### src/rtl/mips_cache_writebuffer_coalesce.sv
// Write buffer between the data cache and the Avalon master port: FIFO of pending writes,
// Avalon drain FSM and read-after-write lookup. Define WB_COALESCE_EN to merge same-word writes.
module mips_cache_writebuffer_coalesce #(
  parameter int DEPTH_BITS = 3,
  parameter int AF_MARGIN  = 1
) (
  input  logic                  clk,
  input  logic                  rst,
  input  logic                  in_valid,
  output logic                  in_ready,
  input  logic [31:0]           in_addr,
  input  logic [31:0]           in_writedata,
  input  logic [3:0]            in_byteenable,
  input  logic [31:0]           lk_addr,
  output logic                  lk_hit,
  output logic [31:0]           lk_data,
  output logic [3:0]            lk_byteenable,
  input  logic                  active,
  output logic [31:0]           avm_address,
  output logic                  avm_write,
  output logic [31:0]           avm_writedata,
  output logic [3:0]            avm_byteenable,
  input  logic                  avm_waitrequest,
  output logic [DEPTH_BITS:0]   count,
  output logic                  full,
  output logic                  empty,
  output logic                  almost_full
);
  localparam int DEPTH    = 2**DEPTH_BITS;
  localparam int AF_LEVEL = DEPTH - AF_MARGIN;

  typedef enum logic {S_IDLE, S_WRITE} state_t;

  state_t                state, state_nxt;
  logic [DEPTH_BITS-1:0] head, tail, idx;
  logic [DEPTH_BITS:0]   count_nxt;
  logic [29:0]           ent_addr [DEPTH];
  logic [31:0]           ent_data [DEPTH];
  logic [3:0]            ent_be   [DEPTH];
  logic                  pop, alloc, merge, merge_ok;
  logic                  unused_lsbs;

  assign unused_lsbs = ^{in_addr[1:0], lk_addr[1:0]};

  assign full        = (count == (DEPTH_BITS+1)'(DEPTH));
  assign empty       = (count == '0);
  assign almost_full = (int'(count) >= AF_LEVEL);

`ifdef WB_COALESCE_EN
  logic [DEPTH_BITS-1:0] newest;
  assign newest = tail - 1'b1;
  // The head is locked while it is on the bus; only a newer entry may absorb a write.
  assign merge_ok = !empty && !(state == S_WRITE && newest == head) &&
                    (ent_addr[newest] == in_addr[31:2]);
`else
  assign merge_ok = 1'b0;
`endif

  assign in_ready = !full || merge_ok;
  assign merge    = in_valid && merge_ok;
  assign alloc    = in_valid && in_ready && !merge;
  assign pop      = (state == S_WRITE) && !avm_waitrequest;

  always_comb begin
    count_nxt = count;
    if (alloc && !pop)      count_nxt = count + 1'b1;
    else if (!alloc && pop) count_nxt = count - 1'b1;
  end

  always_comb begin
    state_nxt = state;
    case (state)
      S_IDLE:  if (active && (!empty || alloc)) state_nxt = S_WRITE;
      S_WRITE: if (pop) state_nxt = (active && count_nxt != '0) ? S_WRITE : S_IDLE;
      default: state_nxt = S_IDLE;
    endcase
  end

  always_comb begin
    avm_write      = 1'b0;
    avm_address    = '0;
    avm_writedata  = '0;
    avm_byteenable = '0;
    if (state == S_WRITE) begin
      avm_write      = 1'b1;
      avm_address    = {ent_addr[head], 2'b00};
      avm_writedata  = ent_data[head];
      avm_byteenable = ent_be[head];
    end
  end

  always_ff @(posedge clk or posedge rst) begin
    if (rst) begin
      state <= S_IDLE;
      head  <= '0;
      tail  <= '0;
      count <= '0;
    end else begin
      state <= state_nxt;
      count <= count_nxt;
      if (alloc) tail <= tail + 1'b1;
      if (pop)   head <= head + 1'b1;
    end
  end

  always_ff @(posedge clk or posedge rst) begin
    if (rst) begin
      for (int i = 0; i < DEPTH; i++) begin
        ent_addr[i] <= '0;
        ent_data[i] <= '0;
        ent_be[i]   <= '0;
      end
    end else begin
      if (alloc) begin
        ent_addr[tail] <= in_addr[31:2];
        ent_data[tail] <= in_writedata;
        ent_be[tail]   <= in_byteenable;
      end
`ifdef WB_COALESCE_EN
      if (merge) begin
        for (int b = 0; b < 4; b++)
          if (in_byteenable[b]) ent_data[newest][8*b +: 8] <= in_writedata[8*b +: 8];
        ent_be[newest] <= ent_be[newest] | in_byteenable;
      end
`endif
    end
  end

  // Walk oldest to newest so later entries overwrite earlier lanes.
  always_comb begin
    lk_hit        = 1'b0;
    lk_data       = '0;
    lk_byteenable = '0;
    idx           = '0;
    for (int i = 0; i < DEPTH; i++) begin
      idx = head + i[DEPTH_BITS-1:0];
      if (((DEPTH_BITS+1)'(i) < count) && (ent_addr[idx] == lk_addr[31:2])) begin
        lk_hit        = 1'b1;
        lk_byteenable = lk_byteenable | ent_be[idx];
        for (int b = 0; b < 4; b++)
          if (ent_be[idx][b]) lk_data[8*b +: 8] = ent_data[idx][8*b +: 8];
      end
    end
  end
endmodule

### config.mk
export PLATFORM = sky130hd
export DESIGN_NAME = mips_cache_writebuffer_coalesce
export DESIGN_NICKNAME = d
export VERILOG_FILES = /design/src/rtl/mips_cache_writebuffer_coalesce.sv
export SDC_FILE = /design/constraint.sdc
export NUM_CORES = 2
export LEC_CHECK = 0
export ABC_CLOCK_PERIOD_IN_PS = 19200
export BUFFER_PORTS_ARGS = -buffer_cell sky130_fd_sc_hd__buf_2
export CAP_MARGIN = 25
export CORE_MARGIN = 3
export CORE_UTILIZATION = 40
export CTS_CLUSTER_DIAMETER = 40
export CTS_CLUSTER_SIZE = 12
export DETAILED_ROUTE_END_ITERATION = 6
export GPL_ROUTABILITY_DRIVEN = 0
export PLACE_DENSITY_LB_ADDON = 0.1
export SETUP_SLACK_MARGIN = 0.3
export SYNTH_ARGS = -nofsm -noshare
export SYNTH_HDL_FRONTEND = slang
export SYNTH_SLANG_ARGS = --single-unit
export TNS_END_PERCENT = 5
### constraint.sdc
create_clock -name clk -period 19.2 [get_ports clk]
set_input_delay 1.92 -clock clk [delete_from_list [all_inputs] [get_ports clk]]
set_output_delay 1.92 -clock clk [all_outputs]
set_load 0.05 [all_outputs]
==> impl_results.md <==
* Initial DRC count at 4498
* Relative slew slack at 24.4%
* RSZ-0062 raised after global routing: false
* Clock-pin slew on the worst setup and hold paths at 50 ps
* Core area at 119000 sq um
* Layout cells sized above 1 at 39.4%
* Largest net degree at the start of global routing at 154
* Kind of critical path: reg2out
* Count of different cell masters after synthesis at 102
* Hpwl dp at 126000 microns
* Global route overflow at 0
* Sequential-to-total area share from yosys stat at 28.1%
* Largest family of logic cells by synthesized area: multiplexers
* Wire per inst at 31.5 microns
* Cells after Synth at 4169
* Area growth from synthesis to layout at 12.2%
* CTS Buffer Depth at 3
* GRT Total Usage at 29.2%
* WP data arrival at 9110 ps
* Setup slack, reg-to-reg at 15170 ps
* IO buf count at 212
* Slew Viols, Final at 0
* Clock skew at 40.7 ps
* Post-synthesis mux area share at 44.6%
* Vias in the first global route at 37500
* Critical Path RT at 17280 ps
* Ys Warns at 0
* Ys async rst share at 100%
* Vias per std cell at 6.64
* Fin crit period at 11030 ps
* Synth area leader: dfrtp_1
* Post-synthesis adder-cell area fraction at 0.156%
* CTS sink cnt at 539
* Layout Nets at 4317
* Top-area cell type share of the netlist area at 28.1%
* CTS Buf Count at 110
* Htree depth at 3
* Initial antenna violation count at 27
* DR vias at 39200
* Syn avg cell area at 11.5 sq um
* Remaining routing DRC violations at 0
* Post-DRT Antenna Nets at 0
* First-pass iteration count of the detailed router at 6
* # IOs at 219
* CTS resizes at 0
* Main synth FF type: dfrtp_1
* Endpoint class of the critical path: output pin
* Row count at 126
* Post-synth EDFFs at 0
* Status: complete, no violations
* Root buf cell: clkbuf_16
* Worst Tran Pin Value at 1120 ps
* DIE HEIGHT at 352 microns
* Global-route wire length before repair at 271000 microns
* Die Width at 352 microns
* Tcrit/Tclk final at 57.4%
* Main area contributors after synthesis: dfrtp_1 28%, mux4_2 24%, mux2_2 14%
* Initial core utilization at 40.5%
* Worst min-delay path class: reg2reg
* Setup_tns at 0 ps
* Hold buffer count at cts at 0
* Synthesized cell area at 48000 sq um
* Die area at 124000 sq um
* FF+latch count, synth at 539
* Critical path fanouts, max at 65
* Xor/xnor share of the synthesized area at 3.44%
* Maximum clock frequency at 0.0907 GHz
* Synth Area in Simple Gates at 10.5%
* Final setup viols at 0
* Worst-Skew Late Latency at 720 ps
* Compound-Gate Fraction of Synth Area at 8.62%
* Startpoint types: register
* # Post-CTS Setup Buffers at 0
* Wirelength, routed at 186000 microns
* Final hold vios at 0
* Max cap viols at 0
* CTS tree: yes
==> final cells by class <==
cell class	count	area [sq um]
fillers	11200	64700
multi-input cells	3220	32400
flip-flops and latches	539	13500
clock buffers	129	2950
well taps	1600	2000
repair buffers	299	1840
clock inverters	79	992
inverters	36	145
diodes	12	30.0
==> synth_stat cells, types with 20 or more instances <==
master     count
buf_1         26
buf_2         98
xor2_1        21
a22oi_1       40
nor3_1        35
a221oi_1      20
a21oi_1       93
and3_1        21
nand2b_1      23
buf_4         48
nand4_1       42
o2111ai_1     32
nand2_1      508
nand3_1      108
buf_6         33
a32o_1        26
and2_1        28
mux2_2       590
dfrtp_1      539
xnor2_1      155
nor2_1       206
inv_1         27
mux2i_1      300
nor4_1        25
o22ai_1       46
clkbuf_1     160
a31oi_1       22
mux4_2       522
o21ai_0       38
==> cells in the final DEF (no fill, tap or decap), types with 19 or more instances in the layout <==
master / n
a21oi_1: 93
a221oi_1: 20
a22oi_1: 40
a31oi_1: 22
a32o_1: 26
and2_1: 27
and3_1: 19
buf_2: 213
buf_4: 77
clkbuf_16: 111
clkinv_2: 21
dfrtp_1: 536
inv_1: 24
mux2_2: 590
mux2i_1: 300
mux4_2: 522
nand2_1: 505
nand2b_1: 23
nand3_1: 105
nand4_1: 42
nor2_1: 206
nor3_1: 35
nor4_1: 25
o2111ai_1: 32
o21ai_0: 38
o22ai_1: 46
xnor2_1: 154
xor2_1: 21
==> registers in the layout, indices dropped and copies added, names as in the netlist <==
signal,flops
count,4
tail,3
state,1
ent_addr,240
head,3
ent_data,256
ent_be,32
==> kinds of logic (layout without fill, tap and decap cells) <==
family | count (synthesis) | count (layout)
compound gates | 540 | 540
xor+xnor | 182 | 182
fa+ha+maj | 6 | 6
buf+inv | 411 | 543
flops | 539 | 539
mux | 1412 | 1412
other cells | 1 | 14
simple gates | 1078 | 1078
==> through the flow <==
stage	setup WS (ps)	instances	cell area (sq um)	util, %	hold WS [ps]
6_report	8170	5914	53900	45.5	564
2_1_floorplan	2210	4170	48000	-	510
3_3_place_gp	8950	5686	49800	42.0	549
3_5_place_dp	9010	5687	49800	42.0	555
4_1_cts	8190	5895	53700	45.3	568
5_1_grt	7860	5904	53900	45.4	583
==> path summary, 6_finish.rpt <==
kind,depth (start not counted),startpoint,endpoint
worst max-delay path,14,head[1]$_DFFE_PP0P_,lk_data[29]
worst min-delay path,1,tail[2]$_DFFE_PP0P_,tail[2]$_DFFE_PP0P_
worst max register to register,8,count[0]$_DFF_PP0_,ent_addr[53]$_DFFE_PP0P_
worst min register to register,1,tail[2]$_DFFE_PP0P_,tail[2]$_DFFE_PP0P_
max in group asynchronous,4,rst,ent_data[238]$_DFFE_PP0P_
min in group asynchronous,2,rst,ent_data[97]$_DFFE_PP0P_
==> metal layers <==
layer / vias up / global-route usage [%] / wire (microns)
li1: 16400 / - / -
met1: 20500 / 41.7 / 79900
met2: 1929 / 42.7 / 80400
met3: 349 / 7.92 / 19000
met4: 14 / 10.2 / 6730
met5: - / 0 / 94
==> worst max-delay path, stage by stage, from the launching register on <==
cell and delay (ps):
dfrtp_4 950, inv_1 200, ha_4 770, buf_4 870, buf_4 730, mux4_2 510, a2111oi_0 950, a22oi_1 220
nor4_1 340, or3b_1 640, a2111oi_4 930, nor2_2 270, o2111a_1 230, o311a_1 400, buf_2 240
Power is left out: the tool's default activity adds up to more than one toggle a clock period on the data nets, which glitch-free logic cannot reach.
